File: src/rtl/spi_slave_responder_pkg.sv
// Shared types for the SPI responder: FSM states, SPI mode pair, synchronizer depth default.
package spi_pkg;

   typedef enum logic [0:0] {
      IDLE  = 1'b0,
      SHIFT = 1'b1
   } spi_state_e;

   typedef struct packed {
      logic cpol;
      logic cpha;
   } spi_mode_t;

   localparam int DEFAULT_SYNC_STAGES = 2;

   function automatic spi_mode_t make_mode(input logic cpol, input logic cpha);
      spi_mode_t m;
      m.cpol = cpol;
      m.cpha = cpha;
      return m;
   endfunction

endpackage

File: src/rtl/spi_slave_responder_if.sv
// Bundle of SPI pins, RX/TX streams and status for the SPI responder.
interface spi_slave_responder_if #(
   parameter int DATA_WIDTH = 8
);
   logic                  io_spi_sclk;
   logic                  io_spi_ss;
   logic                  io_spi_mosi;
   logic                  io_spi_miso;
   logic                  io_spi_miso_oe;
   logic                  rx_valid;
   logic                  rx_ready;
   logic [DATA_WIDTH-1:0] rx_data;
   logic                  tx_valid;
   logic                  tx_ready;
   logic [DATA_WIDTH-1:0] tx_data;
   logic                  overrun;
   logic                  underrun;
   logic                  status_clear;
   logic                  busy;

   modport slave (
      input  io_spi_sclk, io_spi_ss, io_spi_mosi, rx_ready, tx_valid, tx_data, status_clear,
      output io_spi_miso, io_spi_miso_oe, rx_valid, rx_data, tx_ready, overrun, underrun, busy
   );

   modport master (
      output io_spi_sclk, io_spi_ss, io_spi_mosi, rx_ready, tx_valid, tx_data, status_clear,
      input  io_spi_miso, io_spi_miso_oe, rx_valid, rx_data, tx_ready, overrun, underrun, busy
   );
endinterface

File: src/rtl/spi_slave_responder_pin_sync.sv
// Multi-flop pin synchronizer with optional rise/fall detection on the synchronized level.
module spi_pin_sync #(
   parameter int             WIDTH     = 1,
   parameter int             STAGES    = 2,
   parameter logic [WIDTH-1:0] RESET_VAL = '0,
   parameter bit             EDGES     = 1'b1
) (
   input  logic             clk,
   input  logic             rst,
   input  logic [WIDTH-1:0] din,
   output logic [WIDTH-1:0] dout,
   output logic [WIDTH-1:0] rise,
   output logic [WIDTH-1:0] fall
);
   logic [WIDTH-1:0] chain [STAGES];

   always_ff @(posedge clk) begin
      if (rst) begin
         for (int i = 0; i < STAGES; i++) chain[i] <= RESET_VAL;
      end else begin
         chain[0] <= din;
         for (int i = 1; i < STAGES; i++) chain[i] <= chain[i-1];
      end
   end

   assign dout = chain[STAGES-1];

   generate
      if (EDGES) begin : g_edges
         logic [WIDTH-1:0] prev;
         always_ff @(posedge clk) begin
            if (rst) prev <= RESET_VAL;
            else     prev <= dout;
         end
         assign rise = dout & ~prev;
         assign fall = ~dout & prev;
      end else begin : g_no_edges
         assign rise = '0;
         assign fall = '0;
      end
   endgenerate
endmodule

File: src/rtl/spi_slave_responder.sv
// SPI responder: oversampled pins, MOSI deframed to an RX stream, MISO fed from a one-entry TX holding register.
module spi_slave_responder
   import spi_pkg::*;
#(
   parameter int                    DATA_WIDTH  = 8,
   parameter bit                    CPOL        = 1'b0,
   parameter bit                    CPHA        = 1'b0,
   parameter bit                    MSB_FIRST   = 1'b1,
   parameter logic [DATA_WIDTH-1:0] DEFAULT_TX  = {DATA_WIDTH{1'b1}},
   parameter int                    SYNC_STAGES = DEFAULT_SYNC_STAGES
) (
   input logic                  io_clock,
   input logic                  io_reset,
   spi_slave_responder_if.slave bus
);
   localparam spi_mode_t       MODE = make_mode(CPOL, CPHA);
   localparam int              CW   = (DATA_WIDTH > 1) ? $clog2(DATA_WIDTH) : 1;
   localparam logic [CW-1:0]   LAST = CW'(DATA_WIDTH - 1);

   function automatic logic first_bit(input logic [DATA_WIDTH-1:0] w);
      return MSB_FIRST ? w[DATA_WIDTH-1] : w[0];
   endfunction

   function automatic logic [DATA_WIDTH-1:0] shift_out(input logic [DATA_WIDTH-1:0] w);
      return MSB_FIRST ? {w[DATA_WIDTH-2:0], 1'b0} : {1'b0, w[DATA_WIDTH-1:1]};
   endfunction

   function automatic logic [DATA_WIDTH-1:0] shift_in(input logic [DATA_WIDTH-1:0] w, input logic b);
      return MSB_FIRST ? {w[DATA_WIDTH-2:0], b} : {b, w[DATA_WIDTH-1:1]};
   endfunction

   logic unused_sclk_level, sclk_rise, sclk_fall;
   logic ss_s, ss_rise, ss_fall;
   logic mosi_s, unused_mosi_rise, unused_mosi_fall;

   spi_pin_sync #(.WIDTH(1), .STAGES(SYNC_STAGES), .RESET_VAL(CPOL), .EDGES(1'b1)) u_sclk_sync (
      .clk(io_clock), .rst(io_reset), .din(bus.io_spi_sclk),
      .dout(unused_sclk_level), .rise(sclk_rise), .fall(sclk_fall));
   spi_pin_sync #(.WIDTH(1), .STAGES(SYNC_STAGES), .RESET_VAL(1'b1), .EDGES(1'b1)) u_ss_sync (
      .clk(io_clock), .rst(io_reset), .din(bus.io_spi_ss),
      .dout(ss_s), .rise(ss_rise), .fall(ss_fall));
   spi_pin_sync #(.WIDTH(1), .STAGES(SYNC_STAGES), .RESET_VAL(1'b0), .EDGES(1'b0)) u_mosi_sync (
      .clk(io_clock), .rst(io_reset), .din(bus.io_spi_mosi),
      .dout(mosi_s), .rise(unused_mosi_rise), .fall(unused_mosi_fall));

   logic leading, trailing, sample_edge, shift_edge;
   assign leading     = MODE.cpol ? sclk_fall : sclk_rise;
   assign trailing    = MODE.cpol ? sclk_rise : sclk_fall;
   assign sample_edge = MODE.cpha ? trailing : leading;
   assign shift_edge  = MODE.cpha ? leading  : trailing;

   spi_state_e state, state_next;
   logic [CW-1:0]         bit_cnt;
   logic [DATA_WIDTH-1:0] tx_shift, rx_shift, hold, rx_data_q;
   logic [SYNC_STAGES:0]  settle;
   logic armed, hold_full, reload_pending;
   logic miso_q, miso_oe_q, rx_valid_q, overrun_q, underrun_q;
   logic busy_c, start_frame, end_frame, do_sample, do_shift, load_word, take_hold, word_done;

   always_ff @(posedge io_clock) begin
      if (io_reset) state <= IDLE;
      else          state <= state_next;
   end

   always_comb begin
      state_next = state;
      case (state)
         IDLE:    if (ss_fall && armed) state_next = SHIFT;
         SHIFT:   if (ss_rise)          state_next = IDLE;
         default: state_next = IDLE;
      endcase
   end

   always_comb begin
      busy_c      = (state == SHIFT);
      start_frame = (state == IDLE) && ss_fall && armed;
      end_frame   = (state == SHIFT) && ss_rise;
      do_sample   = (state == SHIFT) && !ss_rise && sample_edge;
      do_shift    = (state == SHIFT) && !ss_rise && shift_edge;
      load_word   = start_frame || (do_shift && reload_pending);
      take_hold   = load_word && hold_full;
      word_done   = do_sample && (bit_cnt == LAST);
   end

   logic [DATA_WIDTH-1:0] load_value, rx_next;
   logic tx_accept;
   assign load_value = hold_full ? hold : DEFAULT_TX;
   assign rx_next    = shift_in(rx_shift, mosi_s);
   assign tx_accept  = bus.tx_valid && !hold_full;

   // A select that is already low when reset releases must not start a frame;
   // the synchronizers need to flush and ss must be seen high first.
   always_ff @(posedge io_clock) begin
      if (io_reset) begin
         settle <= '0;
         armed  <= 1'b0;
      end else begin
         settle <= {settle[SYNC_STAGES-1:0], 1'b1};
         armed  <= armed | (settle[SYNC_STAGES] & ss_s);
      end
   end

   always_ff @(posedge io_clock) begin
      if (io_reset) begin
         bit_cnt <= '0; tx_shift <= '0; rx_shift <= '0; hold <= '0; rx_data_q <= '0;
         hold_full <= 1'b0; reload_pending <= 1'b0; miso_q <= 1'b0; miso_oe_q <= 1'b0;
         rx_valid_q <= 1'b0; overrun_q <= 1'b0; underrun_q <= 1'b0;
      end else begin
         if (tx_accept) hold <= bus.tx_data;
         hold_full <= (hold_full && !take_hold) || tx_accept;
         if (rx_valid_q && bus.rx_ready) rx_valid_q <= 1'b0;
         overrun_q  <= (word_done && rx_valid_q && !bus.rx_ready) | (overrun_q & ~bus.status_clear);
         underrun_q <= (load_word && !hold_full) | (underrun_q & ~bus.status_clear);
         if (end_frame) begin
            bit_cnt <= '0; miso_q <= 1'b0; miso_oe_q <= 1'b0; reload_pending <= 1'b0;
         end else begin
            // CPHA=1 defers the first bit to the first leading edge.
            if (start_frame) begin
               miso_oe_q <= 1'b1; bit_cnt <= '0; reload_pending <= 1'b0;
               if (!MODE.cpha) begin
                  miso_q   <= first_bit(load_value);
                  tx_shift <= shift_out(load_value);
               end else begin
                  tx_shift <= load_value;
               end
            end
            if (do_shift) begin
               if (reload_pending) begin
                  miso_q <= first_bit(load_value); tx_shift <= shift_out(load_value);
                  reload_pending <= 1'b0;
               end else begin
                  miso_q <= first_bit(tx_shift); tx_shift <= shift_out(tx_shift);
               end
            end
            if (do_sample) begin
               rx_shift <= rx_next;
               if (bit_cnt == LAST) begin
                  bit_cnt <= '0; reload_pending <= 1'b1;
                  if (!rx_valid_q || bus.rx_ready) begin
                     rx_data_q <= rx_next; rx_valid_q <= 1'b1;
                  end
               end else begin
                  bit_cnt <= bit_cnt + 1'b1;
               end
            end
         end
      end
   end

   assign bus.io_spi_miso    = miso_q;
   assign bus.io_spi_miso_oe = miso_oe_q;
   assign bus.rx_valid       = rx_valid_q;
   assign bus.rx_data        = rx_data_q;
   assign bus.tx_ready       = !hold_full;
   assign bus.overrun        = overrun_q;
   assign bus.underrun       = underrun_q;
   assign bus.busy           = busy_c;
endmodule
File: src/flat_wrapper.sv
// flat-port wrapper written by rule: the top's interface ports become plain ports
module spi_slave_responder_flat import spi_pkg::*;
#(
   parameter int                    DATA_WIDTH  = 8,
   parameter bit                    CPOL        = 1'b0,
   parameter bit                    CPHA        = 1'b0,
   parameter bit                    MSB_FIRST   = 1'b1,
   parameter logic [DATA_WIDTH-1:0] DEFAULT_TX  = {DATA_WIDTH{1'b1}},
   parameter int                    SYNC_STAGES = DEFAULT_SYNC_STAGES
)
  (io_clock, io_reset, bus_io_spi_sclk, bus_io_spi_ss, bus_io_spi_mosi, bus_rx_ready, bus_tx_valid, bus_tx_data, bus_status_clear, bus_io_spi_miso, bus_io_spi_miso_oe, bus_rx_valid, bus_rx_data, bus_tx_ready, bus_overrun, bus_underrun, bus_busy);
  spi_slave_responder_if #(.DATA_WIDTH(DATA_WIDTH)) bus_i ();
  input logic io_clock;
  input logic io_reset;
  input wire logic [$bits(bus_i.io_spi_sclk)-1:0] bus_io_spi_sclk;
  input wire logic [$bits(bus_i.io_spi_ss)-1:0] bus_io_spi_ss;
  input wire logic [$bits(bus_i.io_spi_mosi)-1:0] bus_io_spi_mosi;
  input wire logic [$bits(bus_i.rx_ready)-1:0] bus_rx_ready;
  input wire logic [$bits(bus_i.tx_valid)-1:0] bus_tx_valid;
  input wire logic [$bits(bus_i.tx_data)-1:0] bus_tx_data;
  input wire logic [$bits(bus_i.status_clear)-1:0] bus_status_clear;
  output wire logic [$bits(bus_i.io_spi_miso)-1:0] bus_io_spi_miso;
  output wire logic [$bits(bus_i.io_spi_miso_oe)-1:0] bus_io_spi_miso_oe;
  output wire logic [$bits(bus_i.rx_valid)-1:0] bus_rx_valid;
  output wire logic [$bits(bus_i.rx_data)-1:0] bus_rx_data;
  output wire logic [$bits(bus_i.tx_ready)-1:0] bus_tx_ready;
  output wire logic [$bits(bus_i.overrun)-1:0] bus_overrun;
  output wire logic [$bits(bus_i.underrun)-1:0] bus_underrun;
  output wire logic [$bits(bus_i.busy)-1:0] bus_busy;
  assign bus_i.io_spi_sclk = bus_io_spi_sclk;
  assign bus_i.io_spi_ss = bus_io_spi_ss;
  assign bus_i.io_spi_mosi = bus_io_spi_mosi;
  assign bus_i.rx_ready = bus_rx_ready;
  assign bus_i.tx_valid = bus_tx_valid;
  assign bus_i.tx_data = bus_tx_data;
  assign bus_i.status_clear = bus_status_clear;
  assign bus_io_spi_miso = bus_i.io_spi_miso;
  assign bus_io_spi_miso_oe = bus_i.io_spi_miso_oe;
  assign bus_rx_valid = bus_i.rx_valid;
  assign bus_rx_data = bus_i.rx_data;
  assign bus_tx_ready = bus_i.tx_ready;
  assign bus_overrun = bus_i.overrun;
  assign bus_underrun = bus_i.underrun;
  assign bus_busy = bus_i.busy;
  spi_slave_responder #(.DATA_WIDTH(DATA_WIDTH), .CPOL(CPOL), .CPHA(CPHA), .MSB_FIRST(MSB_FIRST), .DEFAULT_TX(DEFAULT_TX), .SYNC_STAGES(SYNC_STAGES)) u_core (.io_clock(io_clock), .io_reset(io_reset), .bus(bus_i));
endmodule
File: config.mk
export PLATFORM = sky130hd
export DESIGN_NAME = spi_slave_responder_flat
export DESIGN_NICKNAME = d
export VERILOG_FILES = /design/src/rtl/spi_slave_responder_pkg.sv /design/src/rtl/spi_slave_responder_if.sv /design/src/rtl/spi_slave_responder_pin_sync.sv /design/src/rtl/spi_slave_responder.sv /design/src/flat_wrapper.sv
export SDC_FILE = /design/constraint.sdc
export NUM_CORES = 1
export LEC_CHECK = 0
export BUFFER_PORTS_ARGS = -buffer_cell sky130_fd_sc_hd__buf_2
export CORE_MARGIN = 3
export CORE_UTILIZATION = 50
export DETAILED_ROUTE_END_ITERATION = 16
export PLACE_DENSITY = 0.82
export SETUP_SLACK_MARGIN = 0.3
export SKIP_LAST_GASP = 1
export SYNTH_ARGS = -nofsm -noshare
export SYNTH_HDL_FRONTEND = slang
export SYNTH_SLANG_ARGS = --single-unit
File: constraint.sdc
create_clock -name io_clock -period 1.3 [get_ports io_clock]
set_input_delay 0.26 -clock io_clock [delete_from_list [all_inputs] [get_ports io_clock]]
set_output_delay 0.26 -clock io_clock [all_outputs]
set_load 0.01 [all_outputs]
==> impl_metrics.py, run 1 <==
metrics = {
    "timing": {
        "fmax_mhz": 699,
        "clock-skew-final_ns": 0.00909,
        "setup_viol_count_final": 13,
        "slew_viol_final": 0,
        "tightestPinTransition_ns": 0.260,
        "fin_setup_tns_ns": -0.418,
        "report.final.hold_viol_count": 0,
        "pnr_worst_setup_slack_ns": -0.130,
        "rsz0062_at_grt": "yes",
        "final_period_minus_worst_setup_slack_ns": 1.43,
        "worst_slew_margin_rel_pct": 82.2,
        "holdWs_ns": 0.122,
        "layout_worst_path_cycle_share_pct": 110,
    },
    "setup_path": {
        "timing.rr.end": "u_core.tx_shift[2]",
        "timing.reg2reg.worst_path_depth": 5,
        "kind_of_capture_point_of_the_worst_setup_path": "flop",
        "timing.reg2reg.setup_slack_ns": -0.13,
        "cp-start-kind": "flop",
        "worstReg2RegStart": "u_core.u_ss_sync.g_edges.prev",
        "crit_arrival_ns": 1.62,
        "criticalPathCategory": "reg2reg",
        "timing.critical_path.required_ns": 1.49,
        "crit_fanout": 8,
    },
    "detailed_routing": {
        "detailedRoute.firstPassIterationCount": 4,
        "drt.antenna.violating_nets": 0,
        "routed_wl_um": 5050,
        "wire_per_inst_um": 15.7,
        "route.detailed.vias_per_inst": 5.34,
        "post-route-drc-count": 0,
        "detailroute.via_count": 1714,
        "drt-initial-drc-count": 95,
    },
    "min_path": {
        "holdPathEnd": "u_core.u_ss_sync.chain[0][0]",
        "min-delay-start": "bus_io_spi_ss",
        "hold_removal_path_class": "in2reg",
        "holdPathStages": 2,
    },
    "place": {
        "dp_hpwl_um": 2720,
        "gp_routability_congestion": 0.790,
        "placedCellCount": 295,
        "port-buffer-count": 30,
        "post_dp_cell_area_um2": 2410,
    },
    "cells_and_area": {
        "post-route-cell-area_um2": 2900,
        "n_antenna_cell": 0,
        "final_net_count": 290,
        "drive_gt1_share_pct": 47.3,
        "n_fill_cell": 268,
        "final_cells": 321,
        "flow.area_growth_from_synthesis_pct": 39.4,
    },
    "global_routing": {
        "number_of_antenna_violations_at_the_first_check_in_global_routing": 0,
        "grtUsageTotal_pct": 19.2,
        "grt_first_pass_wirelength_um": 7590,
        "groute.layer.met2.usage_pct": 33.1,
        "vias_in_the_first_global_route": 1668,
        "busiest_layer": "met2",
        "grt_overflow": 0,
        "met1_usage_pct": 22.6,
        "grt_util_met3_pct": 4.03,
        "grt_max_degree": 28,
    },
    "logic_synthesis": {
        "combined_area_of_all_synthesized_cells_um2": 2080,
        "syn_area_per_cell_um2": 9.63,
        "synth-seq-area-share_pct": 51.0,
        "synthDistinctLibCells": 37,
        "synthDominantCellAreaShare_pct": 51.0,
        "synth.yosys.warnings": 0,
        "mappedNetlistNets": 234,
        "primary_flip_flop_cell_chosen_by_synthesis_mapping": "sky130_fd_sc_hd__dfxtp_1",
        "synth_edf_count": 0,
        "postSynthRegisterBits": 53,
        "share_of_flip_flops_with_an_asynchronous_set_or_reset_pct": 0,
        "synthesis.instances": 216,
        "synth_top_cell_by_area": "sky130_fd_sc_hd__dfxtp_1",
        "largest_cells_by_area_after_synthesis": "sky130_fd_sc_hd__dfxtp_1, sky130_fd_sc_hd__mux2i_1, sky130_fd_sc_hd__nand2_1, sky130_fd_sc_hd__nor2_1, sky130_fd_sc_hd__a21oi_1",
    },
    "clock_network": {
        "clock_pin_slew_of_the_registers_on_the_worst_case_setup_and_hold_paths_ns": 0.10,
        "insertion_delay_ns": 0.31,
        "clock_sink_count": 53,
        "ctsHoldBuffers": 0,
        "maximum_level_of_the_cts_h_tree": 2,
        "cts-root-buf": "sky130_fd_sc_hd__clkbuf_8",
        "cts_tree": "built",
        "total_cts_buffers": 5,
        "clockBufferDepth": 2,
    },
    "power": {
        "powerDensity_nw_per_um2": 987,
        "p_total_mw": 2.86,
        "worst_ir_drop_vdd_mv": 0.878,
        "cellLeakagePower_nw": 1.22,
    },
    "outcome": {
        "run_status": "complete, but fails checks",
        "violated_checks": "negative setup slack",
    },
    "flow_run": {
        "max_cap_violation_count": 0,
    },
    "floorplanning": {
        "die_width_um": 70.5,
        "core_region_area_um2": 3830,
        "die_outline_height_um": 70.5,
        "dieArea_um2": 4970,
        "io-pin-count": 31,
        "row_count": 22,
        "initial_utilization_pct": 54.4,
    },
}
==> logic make-up after synthesis <==
group,synth area share (%)
compound gates,10.9
fa+ha+maj,1.20
buf+inv,3.85
flops,51.0
mux,11.5
simple gates,21.5
==> power by group <==
part	switching, mW	internal (mW)
combinational	0.134	0.126
sequential	0.0277	1.66
clock	0.538	0.380
==> flip-flops by register name, summed over array words and instances, names as in the netlist <==
register / count
u_core.u_ss_sync.chain: 2
u_core.settle: 3
u_core.bit_cnt: 3
u_core.bus.overrun: 1
u_core.tx_shift: 7
u_core.u_sclk_sync.g_edges.prev: 1
u_core.bus.io_spi_miso_oe: 1
u_core.hold_full: 1
u_core.bus.io_spi_miso: 1
u_core.bus.rx_data: 8
u_core.armed: 1
u_core.u_ss_sync.g_edges.prev: 1
u_core.bus.rx_valid: 1
u_core.u_mosi_sync.chain: 2
u_core.reload_pending: 1
u_core.u_sclk_sync.chain: 2
u_core.rx_shift: 7
u_core.bus.busy: 1
u_core.bus.underrun: 1
u_core.hold: 8
==> worst max-delay path, stage by stage (launching register included) <==
cell and delay [ns]:
sky130_fd_sc_hd__dfxtp_2 0.35, sky130_fd_sc_hd__nand2b_4 0.20, sky130_fd_sc_hd__nand4b_1 0.16, sky130_fd_sc_hd__buf_6 0.18, sky130_fd_sc_hd__mux2i_1 0.30, sky130_fd_sc_hd__a211oi_2 0.11
==> worst max-delay path by stage <==
| stage | cells after the start | from | end |
|---|---|---|---|
| after floorplan | 6 | u_core.bus.busy | u_core.tx_shift[1] |
| after global placement | 4 | u_core.u_ss_sync.chain[0][1] | u_core.tx_shift[7] |
| after detailed placement | 4 | u_core.u_ss_sync.chain[0][1] | u_core.tx_shift[5] |
| after CTS | 4 | u_core.bus.busy | u_core.tx_shift[1] |
| after global routing | 5 | u_core.u_ss_sync.g_edges.prev | u_core.tx_shift[2] |
| final | 5 | u_core.u_ss_sync.g_edges.prev | u_core.tx_shift[2] |
==> synth_stat cells, types with 2 or more instances <==
library cell,number
sky130_fd_sc_hd__a21oi_1,14
sky130_fd_sc_hd__or2_2,3
sky130_fd_sc_hd__nand2_1,35
sky130_fd_sc_hd__a211oi_1,3
sky130_fd_sc_hd__nor2_1,25
sky130_fd_sc_hd__o21ai_0,2
sky130_fd_sc_hd__nand2b_1,8
sky130_fd_sc_hd__clkbuf_1,5
sky130_fd_sc_hd__a211oi_2,4
sky130_fd_sc_hd__buf_1,2
sky130_fd_sc_hd__nor2b_1,11
sky130_fd_sc_hd__dfxtp_1,53
sky130_fd_sc_hd__inv_1,3
sky130_fd_sc_hd__ha_1,2
sky130_fd_sc_hd__mux2i_1,24
==> cell usage in the layout (no fill, tap or decap), drive strengths merged, types with 2 or more instances in the layout <==
cell and instances:
a21oi 15, a211oi 7, nor2 26, clkbuf 6
or2 3, inv 3, buf 59, dfxtp 53
nand2b 9, o21ai 3, mux2i 24, nor2b 11
clkinvlp 2, nand2 35, a31o 2, ha 2
==> per-stage QoR <==
stage	setup WS, ns	utilization, %
final	-0.130	75.8
after floorplan	-0.00906	-
after CTS	0.0288	71.7
after global placement	-0.00146	63.0
after detailed placement	-0.0571	63.0
after global routing	-0.233	75.8
==> per-layer routing <==
| metal | vias to the layer above | wire (um) | share of wire [%] |
|---|---|---|---|
| met4 | 0 | 163 | 3.2 |
| li1 | 832 | - | - |
| met5 | - | 0 | 0 |
| met2 | 49 | 2550 | 51 |
| met3 | 17 | 228 | 4.5 |
| met1 | 816 | 2110 | 42 |
==> cell type report <==
type                    count  area, um2  area share [%]
flip-flops and latches     53       1090            37.7
clock buffers               6       72.6            2.50
repair buffers             59        527            18.2
clock inverters             2       15.0           0.517
multi-input cells         149       1110            38.4
well taps                  48       60.1            2.07
inverters                   4       17.5           0.604
==> what timing repair did <==
item / in CTS / in global routing
cloned: 1 / 0
endpoints found under the setup margin: 55 / 55
pin swaps: 10 / 17
gates resized for setup: 47 / 24
buffers inserted: 9 / 8
Power figures use the tool's default switching activity.
==> run 2, diff against run 1 <==
TNS_END_PERCENT = 1   (was default)
==> run 2 against run 1 <==
The run still ends with negative setup slack left; fmax increased by 8.5%; critical path depth decreased by 1; register-to-register slack improved by 0.11 ns; clock power increased by 26%; clock skew decreased by 0.0013 ns.
==> impl_metrics.py, run 2 (synthesized netlist as in run 1, its figures left out) <==
metrics = {
    "outcome": {
        "run_status": "complete, but fails checks",
        "violated_checks": "negative setup slack",
    },
    "global_routing": {
        "vias_in_the_first_global_route": 1507,
        "grtUsageTotal_pct": 18.6,
        "grt_first_pass_wirelength_um": 7180,
        "grt_overflow": 0,
        "number_of_antenna_violations_at_the_first_check_in_global_routing": 0,
        "grt_max_degree": 21,
    },
    "clock_network": {
        "maximum_level_of_the_cts_h_tree": 2,
        "total_cts_buffers": 5,
        "cts_tree": "built",
        "clockBufferDepth": 2,
        "clock_sink_count": 53,
        "cts-root-buf": "sky130_fd_sc_hd__clkbuf_8",
        "ctsHoldBuffers": 0,
        "clock_pin_slew_of_the_registers_on_the_worst_case_setup_and_hold_paths_ns": 0.09,
        "insertion_delay_ns": 0.31,
    },
    "setup_path": {
        "worst_path_cell_with_the_longest_stage_delay": "sky130_fd_sc_hd__dfxtp_2",
        "criticalPathCategory": "reg2reg",
        "timing.critical_path.required_ns": 1.54,
        "cp-start-kind": "flop",
        "critical_path.max_stage_delay_ns": 0.34,
        "crit_fanout": 7,
        "kind_of_capture_point_of_the_worst_setup_path": "flop",
        "timing.rr.end": "u_core.tx_shift[2]",
        "worstReg2RegStart": "u_core.u_ss_sync.g_edges.prev",
        "timing.reg2reg.worst_path_depth": 4,
        "crit_arrival_ns": 1.56,
        "timing.reg2reg.setup_slack_ns": -0.02,
        "worstPathCellList": "nand2b_4, buf_4, a31o_2, a211oi_2",
    },
    "timing": {
        "report.final.hold_viol_count": 0,
        "pnr_worst_setup_slack_ns": -0.0181,
        "slew_viol_final": 0,
        "setup_viol_count_final": 2,
        "final_period_minus_worst_setup_slack_ns": 1.32,
        "fmax_mhz": 759,
        "rsz0062_at_grt": "yes",
        "worst_slew_margin_rel_pct": 63.6,
        "layout_worst_path_cycle_share_pct": 101,
        "clock-skew-final_ns": 0.00784,
        "tightestPinTransition_ns": 0.545,
    },
    "cells_and_area": {
        "n_antenna_cell": 0,
        "final_util_pct": 69.3,
        "mostFrequentLayoutCell": "sky130_fd_sc_hd__dfxtp_1",
        "n_fill_cell": 294,
        "flow.area_growth_from_synthesis_pct": 27.4,
        "final_net_count": 283,
        "final_cells": 314,
        "mostFrequentLayoutCells": "sky130_fd_sc_hd__dfxtp_1, sky130_fd_sc_hd__nand2_1, sky130_fd_sc_hd__buf_2, sky130_fd_sc_hd__mux2i_1, sky130_fd_sc_hd__nor2_1",
        "drive_gt1_share_pct": 34.6,
    },
    "power": {
        "powerDensity_nw_per_um2": 1150,
        "cellLeakagePower_nw": 1.16,
        "worst_ir_drop_vdd_mv": 1.01,
    },
    "floorplanning": {
        "dieArea_um2": 4970,
        "row_count": 22,
        "io-pin-count": 31,
        "initial_utilization_pct": 54.4,
        "die_width_um": 70.5,
        "die_outline_height_um": 70.5,
        "core_region_area_um2": 3830,
    },
    "flow_run": {
        "max_cap_violation_count": 0,
    },
    "detailed_routing": {
        "route.detailed.vias_per_inst": 5.09,
        "detailroute.via_count": 1597,
        "post-route-drc-count": 0,
        "wire_per_inst_um": 13.7,
        "routed_wl_um": 4310,
        "drt-initial-drc-count": 122,
        "drt.antenna.violating_nets": 0,
        "detailedRoute.firstPassIterationCount": 4,
    },
    "place": {
        "gp_routability_congestion": 0.724,
        "dp_hpwl_um": 2790,
        "port-buffer-count": 30,
        "placedCellCount": 298,
    },
    "min_path": {
        "holdPathStages": 2,
        "min-delay-start": "bus_io_spi_ss",
        "holdPathEnd": "u_core.u_ss_sync.chain[0][0]",
        "hold_removal_path_class": "in2reg",
    },
}
-- run 2: cell types whose count changed in the layout (fill, tap and decap cells not counted), moves of 5 or more --
| cell | delta |
|---|---|
| sky130_fd_sc_hd__a21oi_2 | -5 |
| sky130_fd_sc_hd__buf_2 | +15 |
| sky130_fd_sc_hd__nand2_1 | +5 |
| sky130_fd_sc_hd__buf_6 | -17 |
| sky130_fd_sc_hd__dfxtp_1 | +14 |
| sky130_fd_sc_hd__dfxtp_2 | -12 |
| sky130_fd_sc_hd__a21oi_1 | +5 |
-- run 2: routing by layer --
metal / GRT usage, % / share of wire (%) / vias up
met5: 0 / 0 / -
met4: 7.66 / 1.7 / 0
met3: 6.19 / 5.5 / 6
met2: 28.8 / 46 / 36
met1: 23.8 / 47 / 736
li1: - / - / 819
-- run 2: worst max-delay path by stage --
stage | startpoint | endpoint | depth (start not counted)
6_report | u_core.u_ss_sync.g_edges.prev | u_core.tx_shift[2] | 4
5_1_grt | u_core.u_ss_sync.g_edges.prev | u_core.tx_shift[6] | 4
4_1_cts | u_core.u_ss_sync.g_edges.prev | u_core.tx_shift[6] | 5
3_5_place_dp | u_core.u_ss_sync.g_edges.prev | u_core.tx_shift[6] | 5
3_3_place_gp | u_core.u_ss_sync.g_edges.prev | u_core.tx_shift[6] | 5
2_1_floorplan | u_core.bus.busy | u_core.tx_shift[1] | 6
-- run 2: through the flow --
| step | area, um2 | TNS [ns] | setup slack (ns) | hold slack [ns] | power [mW] |
|---|---|---|---|---|---|
| floorplan | 2100 | -0.0103 | -0.0103 | 0.364 | 1.83 |
| global placement | 2380 | -0.0855 | -0.0509 | 0.416 | 1.89 |
| detailed placement | 2380 | -0.832 | -0.124 | 0.407 | 1.90 |
| CTS | 2620 | -0.0310 | -0.00889 | 0.120 | 3.06 |
| global route | 2650 | -0.626 | -0.0630 | 0.115 | 3.16 |
| finish | 2650 | -0.0265 | -0.0181 | 0.128 | 3.04 |
-- run 2: layout make-up --
class / instances / area [um2] / share of cell area, %
Tap cell: 48 / 60.1 / 2.27
Sequential cell: 53 / 1070 / 40.5
Multi-Input combinational cell: 149 / 1040 / 39.2
Clock buffer: 7 / 86.3 / 3.26
Clock inverter: 1 / 30.0 / 1.13
Inverter: 4 / 15.0 / 0.567
Timing Repair Buffer: 52 / 348 / 13.1
-- run 2: power breakdown --
group / switching, mW / total [mW] / leakage [nW] / internal (mW)
logic: 0.110 / 0.200 / 0.667 / 0.0903
registers: 0.0226 / 1.68 / 0.433 / 1.66
clock network: 0.531 / 1.16 / 0.0585 / 0.628
-- run 2: what timing repair did --
item / 4_1_cts / 5_1_grt
endpoints found under the setup margin: 55 / 56
pin swaps: 6 / 3
buffers inserted: 6 / 1
gates cloned: 1 / 0
endpoints found under the hold margin: 0 / 0
gates resized for setup: 21 / 4
-- run 2: critical path, delay by kind of cell, from the launching register on --
kind	cells	cell delay, ns
compound gates	2	0.55
buf+inv	1	0.17
flops	1	0.34
simple gates	1	0.19
